**config.mk**
```make
export PLATFORM = sky130hd
export DESIGN_NAME = branch_selector
export DESIGN_NICKNAME = d
export VERILOG_FILES = /design/src/rtl/branch_selector.sv
export SDC_FILE = /design/constraint.sdc
export NUM_CORES = 1
export LEC_CHECK = 0
export BUFFER_PORTS_ARGS = -buffer_cell sky130_fd_sc_hd__buf_2
export CAP_MARGIN = 20
export CELL_PAD_IN_SITES_DETAIL_PLACEMENT = 0
export CELL_PAD_IN_SITES_GLOBAL_PLACEMENT = 1
export CORE_AREA = 2 2 179 181
export DETAILED_ROUTE_END_ITERATION = 8
export DIE_AREA = 0 0 181 183
export PLACE_DENSITY = 0.73
export SYNTH_ARGS = -nofsm -noshare
export SYNTH_HDL_FRONTEND = slang
export SYNTH_SLANG_ARGS = --single-unit
export TNS_END_PERCENT = 1
```
**constraint.sdc**
```tcl
create_clock -name clk -period 11.85 [get_ports clk]
set_clock_uncertainty 0.2 [all_clocks]
set_input_delay 1.185 -clock clk [delete_from_list [all_inputs] [get_ports clk]]
set_output_delay 1.185 -clock clk [all_outputs]
set_load 0.02 [all_outputs]
```
**src/rtl/branch_selector.sv**
```systemverilog
`default_nettype none
// ============================================================================
// Module   : branch_selector
// Purpose  : Chooses one redirect per cycle from the ROB and NUM_SRC execution
//            units. The ROB request always wins. Otherwise the oldest eligible
//            execution-unit request wins, judged by 7-bit modulo sqN; ties go
//            to the lowest source index. After an issue, only requests older
//            than the last issued sqN are accepted until the ROB replay ends.
// Ports    : clk, rst          - clock, synchronous active-high reset
//            IN_robBranch      - ROB redirect (76 bits)
//            IN_branches       - NUM_SRC execution-unit redirects, 76 bits each
//            IN_mispredFlush   - ROB replay in progress
//            OUT_branch        - registered winning redirect, bit 0 = valid
//            OUT_busy          - high while ARMED or FLUSHING
// Redirect : [0] valid, [16:1] history, [21:17] fetchID, [22] flush,
//            [36:23] reserved, [43:37] sqN, [75:44] dstPC
// Revision : 1.0 - initial release
// ============================================================================
module branch_selector #(
    parameter int NUM_SRC = 4
) (
    input  logic                   clk,
    input  logic                   rst,
    input  logic [75:0]            IN_robBranch,
    input  logic [NUM_SRC*76-1:0]  IN_branches,
    input  logic                   IN_mispredFlush,
    output logic [75:0]            OUT_branch,
    output logic                   OUT_busy
);

    localparam logic [1:0] c_IDLE     = 2'd0;
    localparam logic [1:0] c_ARMED    = 2'd1;
    localparam logic [1:0] c_FLUSHING = 2'd2;

    logic [1:0]  r_state;
    logic [1:0]  w_next_state;
    logic [6:0]  r_last_sqn;
    logic [75:0] r_branch;

    logic [75:0] w_win;
    logic        w_have;
    logic [75:0] w_cand;
    logic        w_elig;

    // a is older than b when the 7-bit wrapped difference is negative.
    function automatic logic f_older(input logic [6:0] a, input logic [6:0] b);
        logic [6:0] d;
        d = a - b;
        return d[6];
    endfunction

    // Winner selection. The strict "older" test against the running best keeps
    // the lowest index on equal sqN because sources are scanned upward.
    always_comb begin
        w_win  = IN_robBranch;
        w_have = IN_robBranch[0];
        w_cand = '0;
        w_elig = 1'b0;
        if (!IN_robBranch[0]) begin
            for (int k = 0; k < NUM_SRC; k++) begin
                w_cand = IN_branches[k*76 +: 76];
                w_elig = w_cand[0] &&
                         ((r_state == c_IDLE) || f_older(w_cand[43:37], r_last_sqn));
                if (w_elig && (!w_have || f_older(w_cand[43:37], w_win[43:37]))) begin
                    w_win  = w_cand;
                    w_have = 1'b1;
                end
            end
        end
    end

    // State register
    always_ff @(posedge clk) begin
        if (rst) begin
            r_state <= c_IDLE;
        end else begin
            r_state <= w_next_state;
        end
    end

    // Next-state logic; an issue always lands in ARMED, even when the replay
    // flag drops in the same cycle.
    always_comb begin
        w_next_state = r_state;
        if (w_have) begin
            w_next_state = c_ARMED;
        end else begin
            case (r_state)
                c_ARMED:    if (IN_mispredFlush)  w_next_state = c_FLUSHING;
                c_FLUSHING: if (!IN_mispredFlush) w_next_state = c_IDLE;
                default:    w_next_state = r_state;
            endcase
        end
    end

    // Output logic (state-derived only)
    always_comb begin
        OUT_busy = (r_state != c_IDLE);
    end

    // Issued redirect and age watermark. With no winner only the valid bit is
    // cleared so the payload bits keep their last value.
    always_ff @(posedge clk) begin
        if (rst) begin
            r_branch[0] <= 1'b0;
            r_last_sqn  <= 7'd0;
        end else if (w_have) begin
            r_branch    <= w_win;
            r_last_sqn  <= w_win[43:37];
        end else begin
            r_branch[0] <= 1'b0;
        end
    end

    assign OUT_branch = r_branch;

endmodule
`default_nettype wire

```
==> flow_metrics.py <==
metrics = {
    "sta": {
        "hold_ws_ps": 310,
        "timing.final.crit_share_pct": 86.6,
        "rsz0062_at_grt": "no",
        "maxSlewViolCount": 0,
        "period_needed_ps": 10260,
        "finalSetupTns_ps": 0,
        "relSlewSlack_pct": 36.2,
        "setup_viol": 0,
        "hold_violations": 0,
        "worstMarginPinSlew_ps": 956,
        "final.setup.worst_slack_ps": 1590,
        "fmax_ghz": 0.0975,
    },
    "global_routing": {
        "grt_usage_pct": 21.3,
        "grt_pass1_vias": 9075,
        "antenna_found_initial": 9,
        "grt_pass1_wl_um": 54300,
        "overflow": 0,
        "grt_max_degree": 90,
    },
    "clock_network": {
        "numClockSinks": 85,
        "cts_resized": 0,
        "cts_tree": "yes",
        "cts.clk_slew.worst_paths_ps": 70,
        "hold_buffers": 0,
        "cts_root_buf": "clkbuf_16",
        "htreeDepth": 3,
        "cts_setup_buffers": 0,
        "cts_buffers": 9,
        "cts_buffer_depth": 2,
        "clock_latency_ps": 350,
    },
    "synth": {
        "netlist_top_cells_area": "edfxtp_1, nand2_1, mux2i_1",
        "yosysMostFrequentCell": "nand2_1",
        "yosysUniqueCellTypes": 62,
        "yosysSeqAreaShare_pct": 30.5,
        "synthXorXnorAreaFrac_pct": 1.53,
        "yosys.area_share.simple_pct": 22.4,
        "yosysTopAreaCell": "edfxtp_1",
        "synth-seq-cells": 85,
        "synth_top_family_by_area": "simple AND/OR/NAND/NOR gates",
        "synthesis.area_sq_um": 8030,
        "synth_area_per_cell_sq_um": 7.55,
        "syn_nets": 1483,
        "synthCells": 1064,
        "synth_common_cells": "nand2_1, a21oi_1, nor2_1",
        "muxShareOfSynthArea_pct": 11.8,
        "synthArstFlopShare_pct": 0,
        "synth-compound-area-share_pct": 21.7,
        "synth_edf_count": 75,
        "yosysTopAreaCellShare_pct": 28.0,
        "yosysWarnings": 0,
        "synthAdderAreaFrac_pct": 5.73,
        "synth_ff_type": "edfxtp_1",
    },
    "die": {
        "die_area_sq_um": 33100,
        "initial_core_util_pct": 25.7,
        "die_w_um": 181,
        "pin_count": 460,
        "core-area_sq_um": 31200,
        "rows": 65,
        "die_h_um": 183,
    },
    "routing": {
        "drt_iter0_markers": 630,
        "wire_per_inst_um": 19.7,
        "remaining_drc_errors": 0,
        "drt_pass1_iterations": 5,
        "wl_um": 37000,
        "vias_per_cell": 4.97,
        "via_count": 9342,
        "postRouteAntennaNets": 0,
    },
    "setup_path": {
        "cp_slowest_cell": "nand4_4",
        "cp.arrival_ps": 10240,
        "required_ps": 11830,
        "startpoint_type": "input pin",
        "max_stage_delay_ps": 640,
        "r2r_cells": 31,
        "cp_max_fo": 75,
        "critPathKind": "in -> reg",
        "critPathCaptureType": "flip-flop",
        "crit_top_cell": "a21oi_1",
    },
    "final_layout": {
        "final_nets": 1888,
        "layout-drive-gt1-share_pct": 34.7,
        "n_fill_cell": 3436,
        "area_delta_synth_final_pct": 35.8,
    },
    "status": {
        "outcome": "finished, final reports clean",
    },
    "power_and_ir_drop": {
        "p_leak_uw": 0.00551,
        "total_power_uw": 1590,
        "ir_drop_uv": 79.1,
        "powerDensity_nw_per_um2": 146,
    },
    "place": {
        "portBuffers": 459,
        "place_congestion": 0.968,
        "place_ws_ps": 1150,
        "dp_hpwl_um": 28900,
    },
    "min_path": {
        "hold_depth": 2,
        "hold_class": "reg -> reg",
    },
    "run": {
        "maxCapViolCount": 0,
    },
}
[cells by family (layout without fill, tap and decap cells)]
family	count (synthesis)	in the layout
AOI/OAI and AO/OA	300	300
adders and majority gates	37	37
buffers and inverters	107	517
other	0	4
muxes	91	91
DFF	85	85
and+or+nand+nor	430	430
xor gates and xnor gates	14	14
[worst paths after layout]
check / from / to / slack (ps)
max: IN_branches[40] / OUT_branch[39]$_DFFE_PP_ / 1590
min: r_state[0]$_SDFFE_PP0P_ / r_state[0]$_SDFFE_PP0P_ / 310
max reg2reg: r_last_sqn[3]$_SDFFE_PP0P_ / OUT_branch[39]$_DFFE_PP_ / 2070
min reg2reg: r_state[0]$_SDFFE_PP0P_ / r_state[0]$_SDFFE_PP0P_ / 310
[area by class of cell]
cell class              count  area (sq um)  area share, %
diodes                      4          10.0         0.0917
clock buffers              12           256           2.35
clock inverters             4          31.3          0.287
inverters                  30           113           1.03
multi-input cells         872          5120           46.9
flip-flops and latches     85          2450           22.5
well taps                 402           503           4.61
repair buffers            471          2430           22.2
[state kept, by name (all words and copies together), names as in the netlist]
register	flops
OUT_branch	76
r_last_sqn	7
r_state	2
[cell usage in the layout (no fill, tap or decap), types with 3 or more instances in the layout]
cell type	Yosys	routed
nor3_1	6	6
xnor2_1	11	11
nor2_1	90	89
clkbuf_16	0	9
buf_4	1	10
mux2i_1	82	82
or3_1	5	5
xor2_1	3	3
ha_1	36	36
nand2b_1	8	8
o211ai_1	3	3
o21ai_1	65	65
a211o_1	4	4
edfxtp_1	75	75
a21oi_1	90	90
diode_2	0	4
o21a_1	3	3
and2_1	4	3
o21ai_0	85	85
buf_2	8	458
mux2_4	6	6
a21o_1	9	9
nand2_1	229	227
a21boi_0	7	7
nand3_1	75	75
a31oi_1	3	3
nand4_1	3	3
and3_1	3	3
inv_1	30	30
dfxtp_1	10	10
o22ai_1	6	6
buf_12	0	3
[stage by stage]
| step | instances | instance area [sq um] | util [%] |
|---|---|---|---|
| after CTS | 1875 | 10900 | 34.8 |
| after floorplan | 1064 | 8030 | - |
| after global routing | 1879 | 10900 | 34.9 |
| final | 1880 | 10900 | 34.9 |
| after global placement | 1859 | 10600 | 33.9 |
| after detailed placement | 1859 | 10600 | 33.9 |
[critical path, delay by kind of cell]
kind / cells / cell delay [ps]
compound gates: 11 / 2550
simple gates: 7 / 2410
mux: 4 / 1590
buf+inv: 5 / 1360
fa+ha+maj: 3 / 880
xor+xnor: 1 / 200
[report_power, final]
part	switching (uW)	internal, uW	leakage, uW	total, uW
registers	18.9	396	0.000819	415
clock network	132	155	0.000139	287
logic	541	351	0.00455	893
total	692	903	0.00551	1590
[metal layers]
metal / GRT usage [%] / up-vias / share of wire, %
met2: 35.7 / 391 / 47
met4: 6.89 / 10 / 2.4
met1: 27.7 / 4311 / 44
met5: 0 / - / 0.18
met3: 4.05 / 54 / 6.7
li1: - / 4576 / -
Note: power is estimated with default switching activity, not from simulation.
